==> src/rtl/pixel_streamer_pkg.sv <==
// Shared types and constants for the pixel streamer: FSM encoding and
// output FIFO sizing.
package pixel_streamer_pkg;

   localparam int FIFO_DEPTH = 4;
   localparam int FIFO_CNT_W = 3;
   localparam int FIFO_PTR_W = 2;

   typedef enum logic {
      IDLE = 1'b0,
      RUN  = 1'b1
   } state_t;

   // Width of a counter that runs 0..n-1, never narrower than one bit.
   function automatic int cntWidth(input int n);
      return (n > 1) ? $clog2(n) : 1;
   endfunction

endpackage

==> src/rtl/pixel_streamer_if.sv <==
// Bundle of the frame trigger, image buffer read port and pixel stream.
// The streamer takes the master view; the surrounding system takes slave.
interface pixel_streamer_if #(
   parameter int DATA_W = 8,
   parameter int ADDR_W = 10
);

   logic              i_valid;
   logic              o_ren;
   logic [ADDR_W-1:0] o_raddr;
   logic [DATA_W-1:0] i_rdata;
   logic [DATA_W-1:0] o_pixel;
   logic              o_pixel_valid;
   logic              i_pixel_ready;
   logic              o_row_last;
   logic              o_frame_last;
   logic              o_busy;
   logic              o_done;

   modport master (
      input  i_valid,
      input  i_rdata,
      input  i_pixel_ready,
      output o_ren,
      output o_raddr,
      output o_pixel,
      output o_pixel_valid,
      output o_row_last,
      output o_frame_last,
      output o_busy,
      output o_done
   );

   modport slave (
      output i_valid,
      output i_rdata,
      output i_pixel_ready,
      input  o_ren,
      input  o_raddr,
      input  o_pixel,
      input  o_pixel_valid,
      input  o_row_last,
      input  o_frame_last,
      input  o_busy,
      input  o_done
   );

endinterface

==> src/rtl/pixel_streamer_pix_fifo4.sv <==
// Four-entry output FIFO; the head word is always presented on data_o.
// Overflow protection is the caller's job (credit scheme in the streamer).
module pix_fifo4
   import pixel_streamer_pkg::*;
#(
   parameter int DATA_W = 8
) (
   input  logic                  clk,
   input  logic                  reset,
   input  logic                  push_i,
   input  logic [DATA_W-1:0]     data_i,
   input  logic                  pop_i,
   output logic [DATA_W-1:0]     data_o,
   output logic                  full_o,
   output logic                  empty_o,
   output logic [FIFO_CNT_W-1:0] count_o
);

   logic [DATA_W-1:0]     mem_q [FIFO_DEPTH];
   logic [FIFO_PTR_W-1:0] wrPtr_q;
   logic [FIFO_PTR_W-1:0] rdPtr_q;
   logic [FIFO_CNT_W-1:0] count_q;
   logic [FIFO_CNT_W-1:0] count_d;
   logic                  doPop;

   assign empty_o = (count_q == '0);
   assign full_o  = (count_q == FIFO_CNT_W'(FIFO_DEPTH));
   assign count_o = count_q;
   assign data_o  = mem_q[rdPtr_q];
   assign doPop   = pop_i & ~empty_o;

   always_comb begin
      count_d = count_q + FIFO_CNT_W'(push_i) - FIFO_CNT_W'(doPop);
   end

   // Storage is cleared on reset so the head word reads as zero.
   always_ff @(posedge clk or posedge reset) begin
      if (reset) begin
         for (int i = 0; i < FIFO_DEPTH; i++) begin
            mem_q[i] <= '0;
         end
         wrPtr_q <= '0;
         rdPtr_q <= '0;
         count_q <= '0;
      end else begin
         if (push_i) begin
            mem_q[wrPtr_q] <= data_i;
            wrPtr_q        <= wrPtr_q + FIFO_PTR_W'(1);
         end
         if (doPop) begin
            rdPtr_q <= rdPtr_q + FIFO_PTR_W'(1);
         end
         count_q <= count_d;
      end
   end

endmodule

==> src/rtl/pixel_streamer.sv <==
// Streams one image frame from the image buffer to the CNN input stage,
// started by a rising edge of i_valid, with credit-based read flow control.
module pixel_streamer
   import pixel_streamer_pkg::*;
#(
   parameter int IMG_W  = 28,
   parameter int IMG_H  = 28,
   parameter int DATA_W = 8,
   parameter int ADDR_W = 10
) (
   input  logic             clk,
   input  logic             reset,
   pixel_streamer_if.master bus
);

   localparam int TOTAL = IMG_W * IMG_H;
   localparam int COL_W = cntWidth(IMG_W);
   localparam int ROW_W = cntWidth(IMG_H);
   localparam int ISS_W = ADDR_W + 1;

   state_t            state_q, state_d;
   logic              validPrev_q;
   logic              ren_q, ren_d;
   logic [ADDR_W-1:0] raddr_q, raddr_d;
   logic [ISS_W-1:0]  issued_q, issued_d;
   logic              rdValid_q;
   logic [COL_W-1:0]  col_q, col_d;
   logic [ROW_W-1:0]  row_q, row_d;
   logic              done_q, done_d;

   logic                  fifoPush;
   logic                  fifoFull;
   logic                  fifoEmpty;
   logic [FIFO_CNT_W-1:0] fifoCount;
   logic [DATA_W-1:0]     fifoHead;

   logic       start;
   logic       handshake;
   logic       rowLast;
   logic       frameLast;
   logic [3:0] countNext;
   logic       creditFree;

   assign start     = (state_q == IDLE) & bus.i_valid & ~validPrev_q;
   assign fifoPush  = rdValid_q & ~fifoFull;
   assign handshake = ~fifoEmpty & bus.i_pixel_ready;
   assign rowLast   = ~fifoEmpty & (col_q == COL_W'(IMG_W - 1));
   assign frameLast = rowLast & (row_q == ROW_W'(IMG_H - 1));

   // A new read may go out only if, after this edge, FIFO contents plus
   // the read already on the bus plus the new one still fit in the FIFO.
   assign countNext  = {1'b0, fifoCount} + {3'b0, fifoPush} - {3'b0, handshake};
   assign creditFree = (countNext + {3'b0, ren_q}) < 4'(FIFO_DEPTH);

   pix_fifo4 #(
      .DATA_W (DATA_W)
   ) u_fifo (
      .clk     (clk),
      .reset   (reset),
      .push_i  (fifoPush),
      .data_i  (bus.i_rdata),
      .pop_i   (handshake),
      .data_o  (fifoHead),
      .full_o  (fifoFull),
      .empty_o (fifoEmpty),
      .count_o (fifoCount)
   );

   // The start edge already issues the read of address 0, so the issue
   // counter resumes at 1; this is what gives the two-edge first-pixel latency.
   always_comb begin
      state_d  = state_q;
      ren_d    = 1'b0;
      raddr_d  = raddr_q;
      issued_d = issued_q;
      col_d    = col_q;
      row_d    = row_q;
      done_d   = 1'b0;
      case (state_q)
         IDLE: begin
            if (start) begin
               state_d  = RUN;
               ren_d    = 1'b1;
               raddr_d  = '0;
               issued_d = ISS_W'(1);
               col_d    = '0;
               row_d    = '0;
            end
         end
         RUN: begin
            if ((issued_q < ISS_W'(TOTAL)) && creditFree) begin
               ren_d    = 1'b1;
               raddr_d  = issued_q[ADDR_W-1:0];
               issued_d = issued_q + ISS_W'(1);
            end
            if (handshake) begin
               if (col_q == COL_W'(IMG_W - 1)) begin
                  col_d = '0;
                  row_d = row_q + ROW_W'(1);
               end else begin
                  col_d = col_q + COL_W'(1);
               end
               if (frameLast) begin
                  state_d = IDLE;
                  done_d  = 1'b1;
               end
            end
         end
         default: state_d = IDLE;
      endcase
   end

   // validPrev_q resets high so a trigger already asserted through reset
   // is not mistaken for a fresh rising edge.
   always_ff @(posedge clk or posedge reset) begin
      if (reset) begin
         state_q     <= IDLE;
         validPrev_q <= 1'b1;
         ren_q       <= 1'b0;
         raddr_q     <= '0;
         issued_q    <= '0;
         rdValid_q   <= 1'b0;
         col_q       <= '0;
         row_q       <= '0;
         done_q      <= 1'b0;
      end else begin
         state_q     <= state_d;
         validPrev_q <= bus.i_valid;
         ren_q       <= ren_d;
         raddr_q     <= raddr_d;
         issued_q    <= issued_d;
         rdValid_q   <= ren_q;
         col_q       <= col_d;
         row_q       <= row_d;
         done_q      <= done_d;
      end
   end

   assign bus.o_ren         = ren_q;
   assign bus.o_raddr       = raddr_q;
   assign bus.o_pixel       = fifoHead;
   assign bus.o_pixel_valid = ~fifoEmpty;
   assign bus.o_row_last    = rowLast;
   assign bus.o_frame_last  = frameLast;
   assign bus.o_busy        = (state_q == RUN);
   assign bus.o_done        = done_q;

endmodule

==> src/flat_wrapper.sv <==
// flat-port wrapper written by rule: the top's interface ports become plain ports
module pixel_streamer_flat import pixel_streamer_pkg::*;
#(
   parameter int IMG_W  = 28,
   parameter int IMG_H  = 28,
   parameter int DATA_W = 8,
   parameter int ADDR_W = 10
)
  (clk, reset, bus_i_valid, bus_i_rdata, bus_i_pixel_ready, bus_o_ren, bus_o_raddr, bus_o_pixel, bus_o_pixel_valid, bus_o_row_last, bus_o_frame_last, bus_o_busy, bus_o_done);
  pixel_streamer_if #(.DATA_W(DATA_W), .ADDR_W(ADDR_W)) bus_i ();
  input  logic clk;
  input  logic reset;
  input wire logic [$bits(bus_i.i_valid)-1:0] bus_i_valid;
  input wire logic [$bits(bus_i.i_rdata)-1:0] bus_i_rdata;
  input wire logic [$bits(bus_i.i_pixel_ready)-1:0] bus_i_pixel_ready;
  output wire logic [$bits(bus_i.o_ren)-1:0] bus_o_ren;
  output wire logic [$bits(bus_i.o_raddr)-1:0] bus_o_raddr;
  output wire logic [$bits(bus_i.o_pixel)-1:0] bus_o_pixel;
  output wire logic [$bits(bus_i.o_pixel_valid)-1:0] bus_o_pixel_valid;
  output wire logic [$bits(bus_i.o_row_last)-1:0] bus_o_row_last;
  output wire logic [$bits(bus_i.o_frame_last)-1:0] bus_o_frame_last;
  output wire logic [$bits(bus_i.o_busy)-1:0] bus_o_busy;
  output wire logic [$bits(bus_i.o_done)-1:0] bus_o_done;
  assign bus_i.i_valid = bus_i_valid;
  assign bus_i.i_rdata = bus_i_rdata;
  assign bus_i.i_pixel_ready = bus_i_pixel_ready;
  assign bus_o_ren = bus_i.o_ren;
  assign bus_o_raddr = bus_i.o_raddr;
  assign bus_o_pixel = bus_i.o_pixel;
  assign bus_o_pixel_valid = bus_i.o_pixel_valid;
  assign bus_o_row_last = bus_i.o_row_last;
  assign bus_o_frame_last = bus_i.o_frame_last;
  assign bus_o_busy = bus_i.o_busy;
  assign bus_o_done = bus_i.o_done;
  pixel_streamer #(.IMG_W(IMG_W), .IMG_H(IMG_H), .DATA_W(DATA_W), .ADDR_W(ADDR_W)) u_core (.clk(clk), .reset(reset), .bus(bus_i));
endmodule
==> config.mk <==
export PLATFORM = sky130hd
export DESIGN_NAME = pixel_streamer_flat
export DESIGN_NICKNAME = d
export VERILOG_FILES = /design/src/rtl/pixel_streamer_pkg.sv /design/src/rtl/pixel_streamer_if.sv /design/src/rtl/pixel_streamer_pix_fifo4.sv /design/src/rtl/pixel_streamer.sv /design/src/flat_wrapper.sv
export SDC_FILE = /design/constraint.sdc
export NUM_CORES = 1
export LEC_CHECK = 0
export CORE_AREA = 4 4 96 89
export DETAILED_ROUTE_END_ITERATION = 10
export DIE_AREA = 0 0 100 93
export MAX_ROUTING_LAYER = met4
export PLACE_DENSITY_LB_ADDON = 0.3
export SYNTH_ARGS = -nofsm -noshare
export SYNTH_HDL_FRONTEND = slang
export SYNTH_HIERARCHICAL = 1
export SYNTH_SLANG_ARGS = --single-unit
export TNS_END_PERCENT = 30
==> constraint.sdc <==
create_clock -name clk -period 3.05 [get_ports clk]
set_input_delay 0.61 -clock clk [delete_from_list [all_inputs] [get_ports clk]]
set_output_delay 0.61 -clock clk [all_outputs]
set_load 0.02 [all_outputs]
Word-level counts from Yosys, hierarchy flattened
Cells that the tools add are included.
- bits of input ports: 12
- word-level logic and storage cells: 85
- register bits: 75
- magnitude comparators: 5
- bitwise logic cells: 13
- mux-type cells: 28
- add/subtract/negate cells: 10
- reduce and logical (&&, ||, !) cells: 6
- equality and inequality tests: 7
- operators with widths (operator ; number):
    $bwmux 32 ; 1
    $mux 5 ; 5
    $mux 8 ; 3
    $mux 11 ; 2
    $pmux 11 s2 ; 1
    $mux 10 ; 2
    $pmux 10 s2 ; 1
    $pmux 5 s2 ; 2
    $bmux 8 s2 ; 1
    $demux 8 s2 ; 1
    $add 11x1->11 const B ; 1
    $lt 11x10->1 const B ; 1
    $add 5x1->5 const B ; 2
    $eq 5x5->1 const B ; 2
    $and 1x1->1 ; 7
    $mux 1 ; 7
    $ge 3x3->1 const B ; 2
    $ne 2x2->1 const B ; 3
    $not 2->3 ; 2
    $add 2x1->2 const B ; 2
    $add 3x1->4 ; 1
    $add 4x1->4 ; 1
    $lt 4x3->1 const B ; 1
    $not 1->1 ; 4
    other kinds (11) ; 14

Logic depth before layout (Yosys ltp)
- depth after elaboration: 10
- mapped depth: 12
- mapped depth without buffers: 10

By module
Netlist, hierarchy kept.
- modules (own cells, without submodules) (module ; sequential area each (um2) ; times used ; cells each ; area an instance (um2)):
    pixel_streamer ; 902.1 ; 1 ; 190 ; 1943.1
    pix_fifo4 ; 975.9 ; 1 ; 112 ; 1776.7

Worst setup path after synthesis
Ideal clock, no wire load.
- path type: register to register
- from: register u_core.u_fifo.count_q[2] (netlist: u_core/u_fifo/count_o[2])
- to: register u_core.issued_q[1]
- path buffers: 1
- stages on the path, launching flop included: 11
- slack: 0.127 ns
- data arrival time: 2.795 ns
- data required time: 2.922 ns
- setup time: 0.128 ns
- path through: dfrtp_1 nor3_1 nor2b_1 ha_1 inv_1 ha_1 a211oi_2 o221ai_1 a21oi_1 buf_2 mux2_1
- elaborated cells on any way between the ends: 13
- those cells by class: add/sub (3); order compare (1); eq/ne (2); bitwise (4); reduce/logical (3)
- RTL lines (item ; line ; text):
    start, declared ; pixel_streamer_pix_fifo4.sv:22 ; logic [FIFO_CNT_W-1:0] count_q;
    start signal, assigned ; pixel_streamer_pix_fifo4.sv:53 ; count_q <= count_d;
    $logic_not 3->1 ; pixel_streamer_pix_fifo4.sv:26 ; assign empty_o = (count_q == '0);
    via u_core.fifoEmpty ; pixel_streamer.sv:33 ; logic fifoEmpty;
    $not 1->1 ; pixel_streamer.sv:46 ; assign handshake = ~fifoEmpty & bus.i_pixel_ready;
    $and 1x1->1 ; pixel_streamer.sv:46 ;
    via u_core.handshake ; pixel_streamer.sv:38 ; logic handshake;
    $sub 4x1->4 ; pixel_streamer.sv:52 ; assign countNext = {1'b0, fifoCount} + {3'b0, fifoPush} - {3'b0, handshake};
    $add 4x1->4 ; pixel_streamer.sv:53 ; assign creditFree = (countNext + {3'b0, ren_q}) < 4'(FIFO_DEPTH);
    $lt 4x3->1 ; pixel_streamer.sv:53 ;
    $logic_and 1x1->1 ; pixel_streamer.sv:91 ; if ((issued_q < ISS_W'(TOTAL)) && creditFree) begin
    $ne 2x2->1 (no line) ; n/a ;
    $reduce_and 2->1 (no line) ; n/a ;
    end signal, assigned ; pixel_streamer.sv:131 ; issued_q <= issued_d;
    end, declared ; pixel_streamer.sv:25 ; logic [ISS_W-1:0] issued_q, issued_d;
The timed path passes the listed nets, and every way through them passes these cells.
A chain may end at the register's enable or synchronous reset.

Final worst setup path
- from: register u_core.u_fifo.count_q[1] (netlist: u_core/u_fifo/count_o[1])
- to: register u_core.issued_q[6]
- longest elaborated chain between the ends: 10
- elaborated cells on any way between the ends: 13
- those cells by class: add/sub (3); order compare (1); eq/ne (2); bitwise (4); reduce/logical (3)
- ends and longest elaborated chain (item ; line ; text):
    $eq 3x3->1 ; pixel_streamer_pix_fifo4.sv:27 ; assign full_o = (count_q == FIFO_CNT_W'(FIFO_DEPTH));
    via u_core.fifoFull ; pixel_streamer.sv:32 ; logic fifoFull;
    $not 1->1 ; pixel_streamer.sv:45 ; assign fifoPush = rdValid_q & ~fifoFull;
    $and 1x1->1 ; pixel_streamer.sv:45 ;
    $add 3x1->4 ; pixel_streamer.sv:52 ;
    $sub 4x1->4 ; pixel_streamer.sv:52 ;
    $add 4x1->4 ; pixel_streamer.sv:53 ;
    $lt 4x3->1 ; pixel_streamer.sv:53 ;
    $logic_and 1x1->1 ; pixel_streamer.sv:91 ;
    $ne 2x2->1 (no line) ; n/a ;
    $reduce_and 2->1 (no line) ; n/a ;
The timed path passes the listed nets, and every way through them passes these cells.

==> flow_summary_export.csv <==
group,metric,value,unit
global_routing,grt_pass1_vias,2586,
power_and_ir_drop,vdd_drop_max,571,uV
flow_run,maxCapViolCount,0,
synthesis,ys_async_sr_fraction,100,%
drt,drc,0,
clock_tree,holdBufCountCts,0,
drt,dr.pass1.iters,4,
floorplan,dieHeight,93,um
placed_design,routabilityCongestion,0.838,
global_routing,antenna_found_initial,0,
floorplan,fp.dieW,100,um
global_routing,grt_pass1_wl,12200,um
synthesis,synth_area,0.00372,sq mm
sta,rsz0062_at_grt,"false",
floorplan,core_area,0.00747,sq mm
drt,top_layer_used,"met4",
finish,final_area,0.00445,sq mm
drt,postRouteAntennaNets,0,
drt,post_drt_wl_per_cell,15.5,um
setup_path,critPathCaptureType,"flop",
drt,wl_met1,3230,um
clock_tree,clock_path_buffers,2,
clock_tree,cts_htree_levels,3,
sta,worst_slew_pin_slew,548,ps
synthesis,syn-num-nets,328,
synthesis,synth_edf_count,0,
placed_design,place_hpwl,4820,um
finish,multiInputGateArea,0.00165,sq mm
placed_design,placed_cell_area,0.00421,sq mm
synthesis,synth-compound-area-share,9.05,%
synthesis,synth_top_family_by_area,"multiplexers",
sta,setup_violations,0,
sta,drv_slew,0,
floorplan,start_util,49.8,%
setup_path,criticalPathCategory,"flop to flop",
sta,fmax,357,MHz
finish,nFillCells,596,
finish,antenna_cells,0,
finish,regArea,0.00188,sq mm
finish,fin_nets,376,
finish,area_delta_synth_final,19.6,%
clock_tree,clock-sinks,75,
sta,slew_headroom,63.5,%
floorplan,rows,30,
run_status,status,"finished clean",
setup_path,crit_required,3270,ps
synthesis,synthDistinctLibCells,50,
setup_path,cp_max_fo,8,
sta,fin_crit_sh,91.9,%
drt,wl_met2,3410,um
synthesis,synth-simple-area-share,10.2,%
synthesis,synth-warning-count,6,
sta,hold_viol_final,0,
synthesis,synth-xor-area-share,1.41,%
synthesis,synth_mux_area_share,18.6,%
clock_tree,cts-root-buf,"clkbuf_8",
sta,finClkSkew,6.15,ps
global_routing,grt_max_degree,40,
floorplan,top_level_ports,36,
placed_design,dp_slack,-123,ps
global_routing,grtUsageTotal,17.1,%
synthesis,netlist_instances,302,
drt,num_vias,2469,
floorplan,die_area,0.00930,sq mm
setup_path,cp_data_arrival_time,3030,ps
power_and_ir_drop,powerDensity,1070,mW/mm^2
placed_design,port_buffers,35,
synthesis,synth_fa_ha_area_share,4.91,%
drt,met3WireLength,317,um
drt,via_per_inst,5.47,
finish,final_cell_mix,"74 x dfrtp_1, 35 x clkdlybuf4s50_1, 32 x mux2_2",
clock_tree,cts_tree,"done",
drt,wl,7000,um
sta,holdWs,445,ps
clock_tree,insertion_delay,340,ps
global_routing,grt_overflow_total,0,
setup_path,critPathLaunchType,"flop",
clock_tree,clkSlewWorstSetupHoldPaths,80,ps
sta,fin_ws,246,ps
sta,period_needed,2800,ps
finish,layout_commonest_cell,"dfrtp_1",
finish,drive_gt1_share,23.1,%
synthesis,avgSynthCellArea,12.3,sq um
worst_hold_path,worst_hold_path_type,"flop to flop",
synthesis,ys_seq_area_share,50.5,%
synthesis,synth_flop_cell,"dfrtp_1",
clock_tree,cts_buffers,9,
drt,drt_iter0_drc,37,
synthesis,ys_ff_latch,75,
power_and_ir_drop,leakagePower,1.96,nW
[routing by layer]
layer | vias to the layer above | global-route usage, %
met5 | - | -
met3 | 4 | 5.59
met4 | 0 | 4.60
met1 | 1242 | 21.1
li1 | 1174 | -
met2 | 49 | 27.2
[final timing paths]
path / from / to / slack (ps) / depth (start not counted)
max: u_core/u_fifo/count_o[1]$_DFF_PP0_ / u_core/issued_q[6]$_DFFE_PP0P_ / 250 / 10
min reg2reg: u_core/bus.o_ren$_DFF_PP0_ / u_core/rdValid_q$_DFF_PP0_ / 450 / 0
min: u_core/bus.o_ren$_DFF_PP0_ / u_core/rdValid_q$_DFF_PP0_ / 450 / 0
min in group asynchronous: reset / u_core/bus.o_raddr[2]$_DFFE_PP0P_ / 600 / 2
max reg2reg: u_core/u_fifo/count_o[1]$_DFF_PP0_ / u_core/issued_q[6]$_DFFE_PP0P_ / 250 / 10
max in group asynchronous: reset / u_core/validPrev_q$_DFF_PP1_ / 1700 / 3
[cells in the mapped netlist, types with 2 or more instances]
master / count / area share [%]
nand2b_1: 3 / 0.50
buf_2: 4 / 0.54
xor2_1: 3 / 0.71
nand2_1: 21 / 2.1
dfrtp_1: 74 / 50
nand4_1: 4 / 0.67
a221o_1: 7 / 1.9
o21ai_1: 2 / 0.27
nand3b_1: 2 / 0.40
mux2_2: 32 / 9.7
nor3_1: 7 / 0.94
nor2b_1: 2 / 0.34
and3_1: 3 / 0.50
o31ai_1: 2 / 0.40
mux2i_1: 14 / 3.8
inv_1: 28 / 2.8
xnor2_1: 3 / 0.71
nand2_2: 4 / 0.67
a211oi_1: 6 / 1.2
buf_6: 5 / 1.5
nor2_1: 10 / 1.0
o21ai_0: 10 / 1.3
a21oi_1: 3 / 0.40
nor3b_1: 2 / 0.40
mux4_2: 8 / 4.8
nand3_1: 5 / 0.67
nand4b_1: 2 / 0.47
a22o_1: 2 / 0.47
ha_1: 13 / 4.4
[registers in the layout, indices dropped and copies added, names as in the netlist, 2 cells and up]
name / count
u_core/u_fifo/wrPtr_q: 2
u_core/row_q: 5
u_core/u_fifo/count_o: 3
u_core/issued_q: 11
u_core/bus.o_raddr: 10
u_core/u_fifo/rdPtr_q: 2
u_core/u_fifo/mem_q: 32
u_core/col_q: 5
[final cells by class]
| cell class | instances | area share [%] |
|---|---|---|
| clock buffers | 9 | 2.78 |
| clock inverters | 7 | 2.62 |
| inverters | 29 | 2.45 |
| multi-input cells | 186 | 37.0 |
| flip-flops and latches | 75 | 42.2 |
| well taps | 96 | 2.70 |
| repair buffers | 49 | 10.2 |
[kinds of logic after synthesis]
group           after synthesis
fa+ha+maj                    14
mux                          55
compound gates               41
xor+xnor                      6
buf+inv                      41
simple gates                 70
flops                        75
[worst max-delay path, stage by stage (launching register included)]
cell	delay, ps
dfrtp_1	480
inv_1	110
and3_1	180
nand2b_1	150
ha_1	280
inv_1	40
ha_1	270
a211oi_2	230
o221ai_1	230
a22o_1	330
a221o_1	380
[metrics by stage]
stage	std cells	util [%]	power, mW	setup TNS (ps)
after floorplan	302	-	3.19	0
after global placement	435	56.3	3.79	-268
after detailed placement	435	56.3	3.86	-1120
after CTS	451	59.5	4.80	0
after global routing	451	59.6	5.09	0
final	451	59.6	4.74	0
[where the power goes]
part | internal (mW) | switching, mW
Combinational | 1.14 | 1.01
Sequential | 1.38 | 0.302
Clock | 0.542 | 0.372
Total | 3.06 | 1.68
[timing repair]
item	CTS	global route
resized for setup	0	1
endpoints found under the setup margin	0	1
buffers inserted	0	0
No activity file was read; power rests on OpenSTA's default activity.
